`config.mk`:
```
export PLATFORM = sky130hd
export DESIGN_NAME = ysyx_22050854_wb_arbiter
export DESIGN_NICKNAME = d
export VERILOG_FILES = /design/src/rtl/ysyx_22050854_wb_arbiter.sv
export SDC_FILE = /design/constraint.sdc
export NUM_CORES = 1
export LEC_CHECK = 0
export BUFFER_PORTS_ARGS = -buffer_cell sky130_fd_sc_hd__clkbuf_2
export CAP_MARGIN = 20
export CORE_MARGIN = 2
export CORE_UTILIZATION = 48
export CTS_CLUSTER_SIZE = 30
export DETAILED_ROUTE_END_ITERATION = 10
export PLACE_DENSITY = 0.86
export SYNTH_ARGS = -nofsm -noshare
export SYNTH_HDL_FRONTEND = slang
export SYNTH_SLANG_ARGS = --single-unit
export TNS_END_PERCENT = 30
```
`constraint.sdc`:
```
create_clock -name clock -period 1.7 [get_ports clock]
set_input_delay 0.085 -clock clock [delete_from_list [all_inputs] [get_ports clock]]
set_output_delay 0.085 -clock clock [all_outputs]
set_load 0.03 [all_outputs]
```
`src/rtl/ysyx_22050854_wb_arbiter.sv`:
```
// Write-back arbiter: buffers ALU/LSU results, drives the register-file write port, and tracks a busy scoreboard.
// Optional same-cycle read bypass is enabled by defining WB_BYPASS_EN.
module ysyx_22050854_wb_arbiter #(
  parameter int unsigned XLEN         = 64,
  parameter int unsigned STARVE_LIMIT = 2
) (
  input  logic            clock,
  input  logic            reset,
  input  logic            alu_valid,
  output logic            alu_ready,
  input  logic [4:0]      alu_rd,
  input  logic [XLEN-1:0] alu_data,
  input  logic            lsu_valid,
  output logic            lsu_ready,
  input  logic [4:0]      lsu_rd,
  input  logic [XLEN-1:0] lsu_data,
  input  logic            issue_en,
  input  logic [4:0]      issue_rd,
  output logic [31:0]     busy,
  output logic            rf_wen,
  output logic [4:0]      rf_waddr,
  output logic [XLEN-1:0] rf_wdata
`ifdef WB_BYPASS_EN
  ,
  input  logic [4:0]      byp_raddr,
  output logic            byp_hit,
  output logic [XLEN-1:0] byp_data
`endif
);

  localparam int unsigned CNT_W = 3;

  logic            alu_full, lsu_full;
  logic [4:0]      alu_rd_q, lsu_rd_q;
  logic [XLEN-1:0] alu_data_q, lsu_data_q;
  logic [CNT_W-1:0] starve_cnt;

  logic            grant_alu, grant_lsu;
  logic [4:0]      win_rd;
  logic [XLEN-1:0] win_data;
  logic            wen_next;
  logic [31:0]     busy_next;

  // LSU has priority unless the waiting ALU entry has hit its starvation limit.
  always_comb begin
    grant_alu = alu_full & (~lsu_full | (starve_cnt == CNT_W'(STARVE_LIMIT)));
    grant_lsu = lsu_full & ~grant_alu;
    win_rd    = grant_alu ? alu_rd_q : lsu_rd_q;
    win_data  = grant_alu ? alu_data_q : lsu_data_q;
    wen_next  = (grant_alu | grant_lsu) & (win_rd != 5'd0);
  end

  assign alu_ready = ~alu_full | grant_alu;
  assign lsu_ready = ~lsu_full | grant_lsu;

  // A new issue to the same register outranks the completing write.
  always_comb begin
    busy_next = busy;
    if (wen_next) busy_next[win_rd] = 1'b0;
    if (issue_en && (issue_rd != 5'd0)) busy_next[issue_rd] = 1'b1;
    busy_next[0] = 1'b0;
  end

  always_ff @(posedge clock) begin
    if (reset) begin
      alu_full   <= 1'b0;
      lsu_full   <= 1'b0;
      alu_rd_q   <= 5'd0;
      lsu_rd_q   <= 5'd0;
      alu_data_q <= '0;
      lsu_data_q <= '0;
      starve_cnt <= '0;
      busy       <= 32'd0;
      rf_wen     <= 1'b0;
      rf_waddr   <= 5'd0;
      rf_wdata   <= '0;
    end else begin
      if (alu_valid && alu_ready) begin
        alu_full   <= 1'b1;
        alu_rd_q   <= alu_rd;
        alu_data_q <= alu_data;
      end else if (grant_alu) begin
        alu_full <= 1'b0;
      end

      if (lsu_valid && lsu_ready) begin
        lsu_full   <= 1'b1;
        lsu_rd_q   <= lsu_rd;
        lsu_data_q <= lsu_data;
      end else if (grant_lsu) begin
        lsu_full <= 1'b0;
      end

      if (!alu_full || grant_alu) starve_cnt <= '0;
      else if (grant_lsu)         starve_cnt <= starve_cnt + CNT_W'(1);

      rf_wen <= wen_next;
      if (grant_alu || grant_lsu) begin
        rf_waddr <= win_rd;
        rf_wdata <= win_data;
      end

      busy <= busy_next;
    end
  end

`ifdef WB_BYPASS_EN
  always_comb begin
    byp_hit  = rf_wen && (rf_waddr == byp_raddr) && (byp_raddr != 5'd0);
    byp_data = byp_hit ? rf_wdata : '0;
  end
`endif

endmodule
```
==> report_table.html, run 1 <==
<table>
<tr><th>Metric</th><th>Value</th></tr>
<tr><th colspan="2">Layout</th></tr>
<tr><td>Highest-count cells in the layout ignoring fill and taps</td><td>sky130_fd_sc_hd__nand2_1 (443), sky130_fd_sc_hd__clkbuf_2 (247), sky130_fd_sc_hd__dfxtp_1 (242)</td></tr>
<tr><td>Layout overhead on the synthesized area</td><td>50.0%</td></tr>
<tr><td>End-of-flow core utilization</td><td>73.9%</td></tr>
<tr><td>Fin nets</td><td>1,770</td></tr>
<tr><td>Most frequent standard cell in the layout excluding fill and tap cells</td><td>sky130_fd_sc_hd__nand2_1</td></tr>
<tr><td>Footprint of the multi-input gates</td><td>0.00489 sq mm</td></tr>
<tr><td>Combined flip-flop and latch cell area</td><td>0.00489 sq mm</td></tr>
<tr><td>Fraction of layout instances using a drive strength above 1</td><td>28.1%</td></tr>
<tr><td>Number of fill cells in the layout</td><td>1,240</td></tr>
<tr><th colspan="2">Floorplan</th></tr>
<tr><td>Chip Height</td><td>146 microns</td></tr>
<tr><td>Top-level I/O count</td><td>252</td></tr>
<tr><td>Die span in x</td><td>146 microns</td></tr>
<tr><td>Area of the placeable core</td><td>0.0197 sq mm</td></tr>
<tr><td>Floorplan die area</td><td>0.0213 sq mm</td></tr>
<tr><td>Standard-cell row count</td><td>51</td></tr>
<tr><td>Initial Util</td><td>49.3%</td></tr>
<tr><th colspan="2">CTS</th></tr>
<tr><td>CTS H-Tree Depth</td><td>1</td></tr>
<tr><td>Clock tree from TritonCTS</td><td>done</td></tr>
<tr><td>Clock-pin slew of the registers on the worst-case setup and hold paths</td><td>0.07 ns</td></tr>
<tr><td>Worst-skew pair later-pin latency</td><td>0.53 ns</td></tr>
<tr><td>TritonCTS sink count</td><td>244</td></tr>
<tr><td>Master cell of the clock root buffer</td><td>sky130_fd_sc_hd__clkbuf_16</td></tr>
<tr><td>Clock tree buffer depth</td><td>3</td></tr>
<tr><td>Inserted Clock Buffers</td><td>25</td></tr>
<tr><th colspan="2">Synthesis</th></tr>
<tr><td>Post-synthesis instance area</td><td>0.00969 sq mm</td></tr>
<tr><td>Share of flip-flops with an asynchronous set or reset</td><td>0%</td></tr>
<tr><td>Cell types occupying the most area after synthesis</td><td>sky130_fd_sc_hd__dfxtp_1 (50%), sky130_fd_sc_hd__nand2_1 (17%), sky130_fd_sc_hd__a21oi_1 (8.3%), sky130_fd_sc_hd__a311oi_1 (6.1%), sky130_fd_sc_hd__nor2_1 (3.6%)</td></tr>
<tr><td>Synth Instances</td><td>1,236</td></tr>
<tr><td>Unique cell type count in the Yosys netlist</td><td>48</td></tr>
<tr><td>Number of warnings reported in the yosys synthesis log</td><td>0</td></tr>
<tr><td>Sequential-to-total area share from yosys stat</td><td>50.4%</td></tr>
<tr><td>Count of flip-flops with a built-in enable after synthesis</td><td>0</td></tr>
<tr><td>Post-synthesis net count</td><td>1,386</td></tr>
<tr><td>Post-Syn Area per Cell</td><td>7.84 sq um</td></tr>
<tr><td>Predominant post-synthesis flop cell</td><td>sky130_fd_sc_hd__dfxtp_1</td></tr>
<tr><td>Synth area leader</td><td>sky130_fd_sc_hd__dfxtp_1</td></tr>
<tr><td>Area share of the leading cell type in the synthesized netlist</td><td>50.4%</td></tr>
<tr><td>Flop and latch count out of synthesis</td><td>244</td></tr>
<tr><th colspan="2">Timing</th></tr>
<tr><td>RSZ-0062 raised after global routing</td><td>true</td></tr>
<tr><td>Crit path setup slack, layout</td><td>-0.227 ns</td></tr>
<tr><td>Hold Fails Final Rpt</td><td>0</td></tr>
<tr><td>Pin slew with the least headroom to its limit</td><td>0.771 ns</td></tr>
<tr><td>Maximum clock frequency</td><td>519 MHz</td></tr>
<tr><td>Setup violation total in the final timing report</td><td>124</td></tr>
<tr><td>Minimum hold slack</td><td>0.0592 ns</td></tr>
<tr><td>Slew headroom</td><td>48.5%</td></tr>
<tr><td>Max-slew violations</td><td>0</td></tr>
<tr><td>Setup Total Neg Slack</td><td>-12.49 ns</td></tr>
<tr><td>Final critical-path required period</td><td>1.93 ns</td></tr>
<tr><td>Setup clock skew after layout</td><td>0.0150 ns</td></tr>
<tr><td>Portion of the clock cycle consumed by the worst path in the final layout</td><td>113%</td></tr>
<tr><th colspan="2">Critical path</th></tr>
<tr><td>Worst Path Max Fanout</td><td>7</td></tr>
<tr><td>Critical path startpoint category</td><td>register</td></tr>
<tr><td>Element type at the critical path end</td><td>register</td></tr>
<tr><td>Worst path required time</td><td>2.11 ns</td></tr>
<tr><td>Category of the most critical setup path</td><td>register to register</td></tr>
<tr><td>Worst path arrival time</td><td>2.33 ns</td></tr>
<tr><th colspan="2">Run status</th></tr>
<tr><td>Run status</td><td>finished with violations</td></tr>
<tr><td>Failing checks</td><td>negative setup slack</td></tr>
<tr><th colspan="2">Routing</th></tr>
<tr><td>Average wire length per cell after detail routing</td><td>19.0 microns</td></tr>
<tr><td>Count of antenna-violating nets left after detailed routing</td><td>0</td></tr>
<tr><td>Detailed Route Iter0 Violations</td><td>818</td></tr>
<tr><td>Pre-Repair DR Iteration Count</td><td>5</td></tr>
<tr><td>Number of vias after detailed routing</td><td>10.9k</td></tr>
<tr><td>Average via count per standard cell</td><td>5.70</td></tr>
<tr><td>Residual DRC</td><td>0</td></tr>
<tr><td>Post-detailed-routing wire length</td><td>36,200 microns</td></tr>
<tr><th colspan="2">Worst hold path</th></tr>
<tr><td>Path type of the worst min-delay path</td><td>primary input to register</td></tr>
<tr><th colspan="2">Global route</th></tr>
<tr><td>Via count of the first global-routing pass</td><td>10.5k</td></tr>
<tr><td>All-layer global routing usage</td><td>30.2%</td></tr>
<tr><td>Total congestion overflow after global routing</td><td>0</td></tr>
<tr><td>Initial antenna violation count</td><td>3</td></tr>
<tr><td>Global-route wire length before repair</td><td>53,300 microns</td></tr>
<tr><td>Maximum number of pins on one net before global-route repair</td><td>125</td></tr>
<tr><th colspan="2">Pwr</th></tr>
<tr><td>Power per unit of standard cell area</td><td>989 mW/mm^2</td></tr>
<tr><td>Overall Power</td><td>14,400 uW</td></tr>
<tr><td>Worst supply voltage drop on vdd</td><td>0.888 mV</td></tr>
<tr><td>Leak</td><td>0.00590 uW</td></tr>
<tr><th colspan="2">Placement</th></tr>
<tr><td>Port bufs</td><td>250</td></tr>
<tr><td>Placed wire-length estimate</td><td>18,500 microns</td></tr>
<tr><td>Final RePlAce weighted congestion</td><td>0.855</td></tr>
<tr><th colspan="2">Run</th></tr>
<tr><td>Max-cap check violation count</td><td>0</td></tr>
</table>
==> sequential cells by signal (all words and copies together) (netlist names) <==
register / flops
alu_rd_q: 5
alu_data_q: 64
rf_waddr: 5
rf_wdata: 64
rf_wen: 1
lsu_data_q: 64
lsu_rd_q: 5
lsu_full: 1
starve_cnt: 3
alu_full: 1
busy: 31
==> cells in the mapped netlist (2+ instances only) <==
| cell | n |
|---|---|
| sky130_fd_sc_hd__nand2_1 | 445 |
| sky130_fd_sc_hd__dfxtp_1 | 244 |
| sky130_fd_sc_hd__a21oi_1 | 161 |
| sky130_fd_sc_hd__nor2_1 | 94 |
| sky130_fd_sc_hd__a311oi_1 | 67 |
| sky130_fd_sc_hd__clkbuf_1 | 51 |
| sky130_fd_sc_hd__buf_2 | 29 |
| sky130_fd_sc_hd__o21ai_0 | 24 |
| sky130_fd_sc_hd__mux2i_1 | 12 |
| sky130_fd_sc_hd__nor3_1 | 11 |
| sky130_fd_sc_hd__buf_4 | 9 |
| sky130_fd_sc_hd__inv_1 | 9 |
| sky130_fd_sc_hd__nand2b_1 | 9 |
| sky130_fd_sc_hd__nand3_1 | 7 |
| sky130_fd_sc_hd__o311ai_1 | 7 |
| sky130_fd_sc_hd__buf_1 | 6 |
| sky130_fd_sc_hd__o31ai_1 | 6 |
| sky130_fd_sc_hd__nand3b_1 | 5 |
| sky130_fd_sc_hd__buf_6 | 4 |
| sky130_fd_sc_hd__a211oi_1 | 2 |
| sky130_fd_sc_hd__a32oi_2 | 2 |
| sky130_fd_sc_hd__and3_1 | 2 |
| sky130_fd_sc_hd__ha_1 | 2 |
| sky130_fd_sc_hd__mux2_2 | 2 |
| sky130_fd_sc_hd__mux2_4 | 2 |
| sky130_fd_sc_hd__nor4_1 | 2 |
==> critical path, stage by stage (launching register included) <==
cell and delay, ns:
sky130_fd_sc_hd__dfxtp_2 0.33, sky130_fd_sc_hd__inv_2 0.06, sky130_fd_sc_hd__ha_4 0.14, sky130_fd_sc_hd__and2b_4 0.18, sky130_fd_sc_hd__o21ai_4 0.08, sky130_fd_sc_hd__clkbuf_16 0.17, sky130_fd_sc_hd__o22a_4 0.27, sky130_fd_sc_hd__buf_12 0.15
sky130_fd_sc_hd__o311ai_4 0.31, sky130_fd_sc_hd__o31ai_2 0.12
==> metal layers <==
metal | track usage [%] | up-vias | part of all wire [%]
li1 | - | 4937 | -
met5 | 0 | - | 0
met2 | 52.5 | 713 | 50
met1 | 35.0 | 5043 | 35
met3 | 6.28 | 184 | 8.7
met4 | 16.0 | 0 | 5.6
==> worst paths after layout <==
| kind | start | endpoint | slack [ns] | depth (start not counted) |
|---|---|---|---|---|
| hold reg to reg | alu_data_q[42] | alu_data_q[42] | 0.46 | 2 |
| setup / recovery | starve_cnt[0] | busy[29] | -0.23 | 9 |
| setup reg to reg | starve_cnt[0] | busy[29] | -0.23 | 9 |
| hold / removal | issue_en | busy[9] | 0.06 | 3 |
==> report_power, final <==
group	switching, uW	total, uW	internal, uW	leakage [uW]
registers	233	6290	6060	0.00201
logic	1430	2410	979	0.00350
clock network	2350	5670	3320	0.000394
total	4010	14400	10400	0.00590
==> repair_timing <==
action	4_1_cts	5_1_grt
hold buffers	144	0
endpoints found under the setup margin	84	136
endpoints found under the hold margin	168	0
gates cloned	0	4
setup buffers	3	3
pin swaps	9	18
gates resized for setup	23	112
==> logic make-up after synthesis <==
family	Yosys count	share of synthesized area, %
flops	244	50.4
mux	16	1.78
fa+ha+maj	2	0.258
compound gates	282	18.6
other cells	1	0.0387
buf+inv	108	5.22
simple gates	583	23.7
==> through the flow <==
step           area, sq um  cells  worst slack, ns
3_5_place_dp         11500   1706           -0.187
2_1_floorplan         9710   1236          -0.0880
3_3_place_gp         11500   1706           -0.100
5_1_grt              14500   1907           -0.310
4_1_cts              13900   1899           -0.163
6_report             14500   1907           -0.227
==> cell type report <==
type | count | area share (%)
sequential | 244 | 33.6
timing repair buffer | 456 | 24.4
inverter | 9 | 0.232
clock buffer | 36 | 4.80
multi-input combinational | 884 | 33.6
tap | 265 | 2.28
antenna | 3 | 0.0517
clock inverter | 10 | 0.956
Power figures use the tool's default switching activity.
==> run 2: changes to the inputs <==
--- a/config.mk
+++ b/config.mk
@@ -15,4 +15,4 @@
 export SYNTH_ARGS = -nofsm -noshare
 export SYNTH_HDL_FRONTEND = slang
 export SYNTH_SLANG_ARGS = --single-unit
-export TNS_END_PERCENT = 30
+export TNS_END_PERCENT = 50
==> report_table.html, run 2 (same netlist as run 1, synthesis figures left out) <==
<table>
<tr><th>Metric</th><th>Value</th></tr>
<tr><th colspan="2">CTS</th></tr>
<tr><td>Clock tree buffer depth</td><td>3 (unchanged)</td></tr>
<tr><td>Clock-pin slew of the registers on the worst-case setup and hold paths</td><td>0.07 ns (about the same)</td></tr>
<tr><td>CTS H-Tree Depth</td><td>1 (unchanged)</td></tr>
<tr><td>Inserted Clock Buffers</td><td>25 (unchanged)</td></tr>
<tr><td>Worst-skew pair later-pin latency</td><td>0.53 ns (about the same)</td></tr>
<tr><td>Clock tree from TritonCTS</td><td>done</td></tr>
<tr><td>TritonCTS sink count</td><td>244 (unchanged)</td></tr>
<tr><td>Master cell of the clock root buffer</td><td>sky130_fd_sc_hd__clkbuf_16</td></tr>
<tr><th colspan="2">Routing</th></tr>
<tr><td>Average via count per standard cell</td><td>5.73 (+0.51%)</td></tr>
<tr><td>Residual DRC</td><td>0 (unchanged)</td></tr>
<tr><td>Post-detailed-routing wire length</td><td>37,500 microns (+3.5%)</td></tr>
<tr><td>Pre-Repair DR Iteration Count</td><td>7 (+2)</td></tr>
<tr><td>Detailed Route Iter0 Violations</td><td>845 (+3.3%)</td></tr>
<tr><td>Count of antenna-violating nets left after detailed routing</td><td>0 (unchanged)</td></tr>
<tr><td>Number of vias after detailed routing</td><td>11.0k (+1.1%)</td></tr>
<tr><td>Average wire length per cell after detail routing</td><td>19.5 microns (+2.9%)</td></tr>
<tr><th colspan="2">Critical path</th></tr>
<tr><td>Worst path required time</td><td>2.11 ns (about the same)</td></tr>
<tr><td>Category of cells accounting for the largest share of critical-path delay</td><td>buffers and inverters</td></tr>
<tr><td>Slowest cell delay on critical path</td><td>0.33 ns (about the same)</td></tr>
<tr><td>Most frequent cell on the critical path</td><td>sky130_fd_sc_hd__buf_12</td></tr>
<tr><td>Critical path startpoint category</td><td>register</td></tr>
<tr><td>Worst Path Buf+Inv</td><td>4 (+1)</td></tr>
<tr><td>Number of gates on the worst path with buffers counted</td><td>9 (unchanged)</td></tr>
<tr><td>Reg2Reg Capture Point</td><td>rf_wdata[26]</td></tr>
<tr><td>Cell breakdown of the critical path</td><td>inv_2 -&gt; ha_4 -&gt; and2b_4 -&gt; o21ai_4 -&gt; buf_12 -&gt; buf_4 -&gt; buf_12 -&gt; nand2_1 -&gt; a311oi_2</td></tr>
<tr><td>Register-to-register setup slack</td><td>-0.18 ns (+0.05 ns)</td></tr>
<tr><td>Cell at the slowest stage of the critical path</td><td>sky130_fd_sc_hd__dfxtp_2</td></tr>
<tr><td>Worst path arrival time</td><td>2.29 ns (-0.04 ns)</td></tr>
<tr><td>Worst Path Max Fanout</td><td>13 (+6)</td></tr>
<tr><td>Launching point of the worst reg2reg path</td><td>starve_cnt[0]</td></tr>
<tr><td>Category of the most critical setup path</td><td>register to register</td></tr>
<tr><td>Element type at the critical path end</td><td>register</td></tr>
<tr><td>Worst r2r path cells</td><td>9 (unchanged)</td></tr>
<tr><th colspan="2">Pwr</th></tr>
<tr><td>Logic pwr share</td><td>17.2% (+0.4 points)</td></tr>
<tr><td>Internal power component</td><td>10,400 uW (+0.29%)</td></tr>
<tr><td>Sequential share of power</td><td>43.6% (-0.2 points)</td></tr>
<tr><td>Leak</td><td>0.00601 uW (+1.7%)</td></tr>
<tr><td>Part of the power in the clock network</td><td>39.3% (about the same)</td></tr>
<tr><td>Switching fraction of total power</td><td>28.0% (+0.089 points)</td></tr>
<tr><td>Power per unit of standard cell area</td><td>988 mW/mm^2 (about the same)</td></tr>
<tr><td>Sw power</td><td>4040 uW (+0.73%)</td></tr>
<tr><td>Worst supply voltage drop on vdd</td><td>0.862 mV (-2.9%)</td></tr>
<tr><th colspan="2">Floorplan</th></tr>
<tr><td>Floorplan die area</td><td>0.0213 sq mm (unchanged)</td></tr>
<tr><td>Area of the placeable core</td><td>0.0197 sq mm (unchanged)</td></tr>
<tr><td>Die span in x</td><td>146 microns (unchanged)</td></tr>
<tr><td>Initial Util</td><td>49.3% (unchanged)</td></tr>
<tr><td>Top-level I/O count</td><td>252 (unchanged)</td></tr>
<tr><td>Standard-cell row count</td><td>51 (unchanged)</td></tr>
<tr><td>Chip Height</td><td>146 microns (unchanged)</td></tr>
<tr><th colspan="2">Layout</th></tr>
<tr><td>Registers with the most flip-flops</td><td>alu_data_q (64), lsu_data_q (64), rf_wdata (64)</td></tr>
<tr><td>Layout overhead on the synthesized area</td><td>50.8%</td></tr>
<tr><td>Most frequent standard cell in the layout excluding fill and tap cells</td><td>sky130_fd_sc_hd__nand2_1</td></tr>
<tr><td>End-of-flow core utilization</td><td>74.3% (+0.38 points)</td></tr>
<tr><td>Highest-count cells in the layout ignoring fill and taps</td><td>sky130_fd_sc_hd__nand2_1 (420), sky130_fd_sc_hd__clkbuf_2 (247), sky130_fd_sc_hd__dfxtp_1 (243)</td></tr>
<tr><td>Fraction of layout instances using a drive strength above 1</td><td>28.3% (+0.24 points)</td></tr>
<tr><td>Fin nets</td><td>1,781 (+0.62%)</td></tr>
<tr><th colspan="2">Timing</th></tr>
<tr><td>Slew headroom</td><td>50.7% (+2.2 points)</td></tr>
<tr><td>Setup clock skew after layout</td><td>0.0230 ns (+0.00802 ns)</td></tr>
<tr><td>Hold Fails Final Rpt</td><td>0 (unchanged)</td></tr>
<tr><td>Portion of the clock cycle consumed by the worst path in the final layout</td><td>111% (-2.7 points)</td></tr>
<tr><td>Max-slew violations</td><td>0 (unchanged)</td></tr>
<tr><td>Crit path setup slack, layout</td><td>-0.182 ns (+0.0453 ns)</td></tr>
<tr><td>RSZ-0062 raised after global routing</td><td>true</td></tr>
<tr><td>Minimum hold slack</td><td>0.0352 ns (-0.0239 ns)</td></tr>
<tr><td>Maximum clock frequency</td><td>531 MHz (+2.4%)</td></tr>
<tr><td>Pin slew with the least headroom to its limit</td><td>0.739 ns (-0.0325 ns)</td></tr>
<tr><td>Final critical-path required period</td><td>1.88 ns (-0.0453 ns)</td></tr>
<tr><td>Setup violation total in the final timing report</td><td>154 (+24%)</td></tr>
<tr><th colspan="2">Placement</th></tr>
<tr><td>Port bufs</td><td>250 (unchanged)</td></tr>
<tr><td>Final RePlAce weighted congestion</td><td>0.855 (unchanged)</td></tr>
<tr><td>Placed wire-length estimate</td><td>18,500 microns (unchanged)</td></tr>
<tr><th colspan="2">Global route</th></tr>
<tr><td>Total congestion overflow after global routing</td><td>0 (unchanged)</td></tr>
<tr><td>Maximum number of pins on one net before global-route repair</td><td>125 (unchanged)</td></tr>
<tr><td>Initial antenna violation count</td><td>3 (unchanged)</td></tr>
<tr><td>Global-route wire length before repair</td><td>53,900 microns (+1.1%)</td></tr>
<tr><td>All-layer global routing usage</td><td>30.6% (+0.37 points)</td></tr>
<tr><td>Via count of the first global-routing pass</td><td>10.5k (+0.47%)</td></tr>
<tr><th colspan="2">Run status</th></tr>
<tr><td>Failing checks</td><td>negative setup slack</td></tr>
<tr><td>Run status</td><td>finished with violations</td></tr>
<tr><th colspan="2">Worst hold path</th></tr>
<tr><td>Startpoint of the lowest-slack hold path</td><td>issue_rd[1]</td></tr>
<tr><td>Hold Path Cell Cnt</td><td>4 (+1)</td></tr>
<tr><td>Terminating pin of the worst hold path</td><td>busy[1]</td></tr>
<tr><td>Path type of the worst min-delay path</td><td>primary input to register</td></tr>
<tr><th colspan="2">Run</th></tr>
<tr><td>Max-cap check violation count</td><td>0 (unchanged)</td></tr>
</table>
## run 2: worst max path at each step
stage	from	endpoint	slack, ns
6_report	starve_cnt[0]	rf_wdata[26]	-0.18
5_1_grt	starve_cnt[0]	rf_wdata[40]	-0.26
4_1_cts	starve_cnt[0]	busy[29]	-0.14
3_5_place_dp	starve_cnt[0]	rf_wdata[53]	-0.19
3_3_place_gp	starve_cnt[0]	busy[29]	-0.10
2_1_floorplan	starve_cnt[0]	busy[17]	-0.09
## run 2: cell type report
type / instances / area (sq um)
antenna: 3 / 7.51
clock buffer: 36 / 697
clock inverter: 10 / 139
fill: 1253 / 5050
inverter: 9 / 33.8
multi-input combinational: 884 / 4830
sequential: 244 / 4890
tap: 265 / 332
timing repair buffer: 467 / 3690
## run 2: layer usage
layer  wire [microns]  global-route usage, %  vias to the layer above
li1                 -                      -                     4952
met2            18400                   52.8                      749
met3             3410                   6.34                      222
met5                0                      0                        -
met1            13100                   35.7                     5072
met4             2550                   16.3                        0
## run 2: metrics by stage
step / cell area, sq um / total power, uW / instances / setup WS, ns / setup TNS (ns)
final: 14600 / 14400 / 1918 / -0.182 / -12.53
after global routing: 14600 / 14900 / 1918 / -0.258 / -26.18
after CTS: 14000 / 14100 / 1899 / -0.142 / -3.00
after detailed placement: 11500 / 8220 / 1706 / -0.187 / -5.35
after global placement: 11500 / 8170 / 1706 / -0.100 / -2.33
after floorplan: 9710 / 7480 / 1236 / -0.0880 / -0.173
## run 2: timing repair
item	CTS	global route
gates resized for setup	35	96
cloned	0	7
setup endpoints to repair	84	206
hold endpoints to repair	168	0
buffers inserted	5	9
pin swaps	4	22
hold buffers	144	0
## run 2: power groups by stage
stage / clock, uW / combinational, uW / sequential (uW)
global placement: 0 / 1790 / 6370
global route: 5930 / 2610 / 6320
CTS: 5660 / 2150 / 6270
floorplan: 0 / 864 / 6620
finish: 5670 / 2480 / 6290
detailed placement: 0 / 1830 / 6390
## run 2: worst reg2reg max path, stage by stage (launching register included)
cell and delay [ns]:
sky130_fd_sc_hd__dfxtp_2 0.33, sky130_fd_sc_hd__inv_2 0.04, sky130_fd_sc_hd__ha_4 0.15, sky130_fd_sc_hd__and2b_4 0.17
sky130_fd_sc_hd__o21ai_4 0.14, sky130_fd_sc_hd__buf_12 0.16, sky130_fd_sc_hd__buf_4 0.19, sky130_fd_sc_hd__buf_12 0.16
sky130_fd_sc_hd__nand2_1 0.11, sky130_fd_sc_hd__a311oi_2 0.32
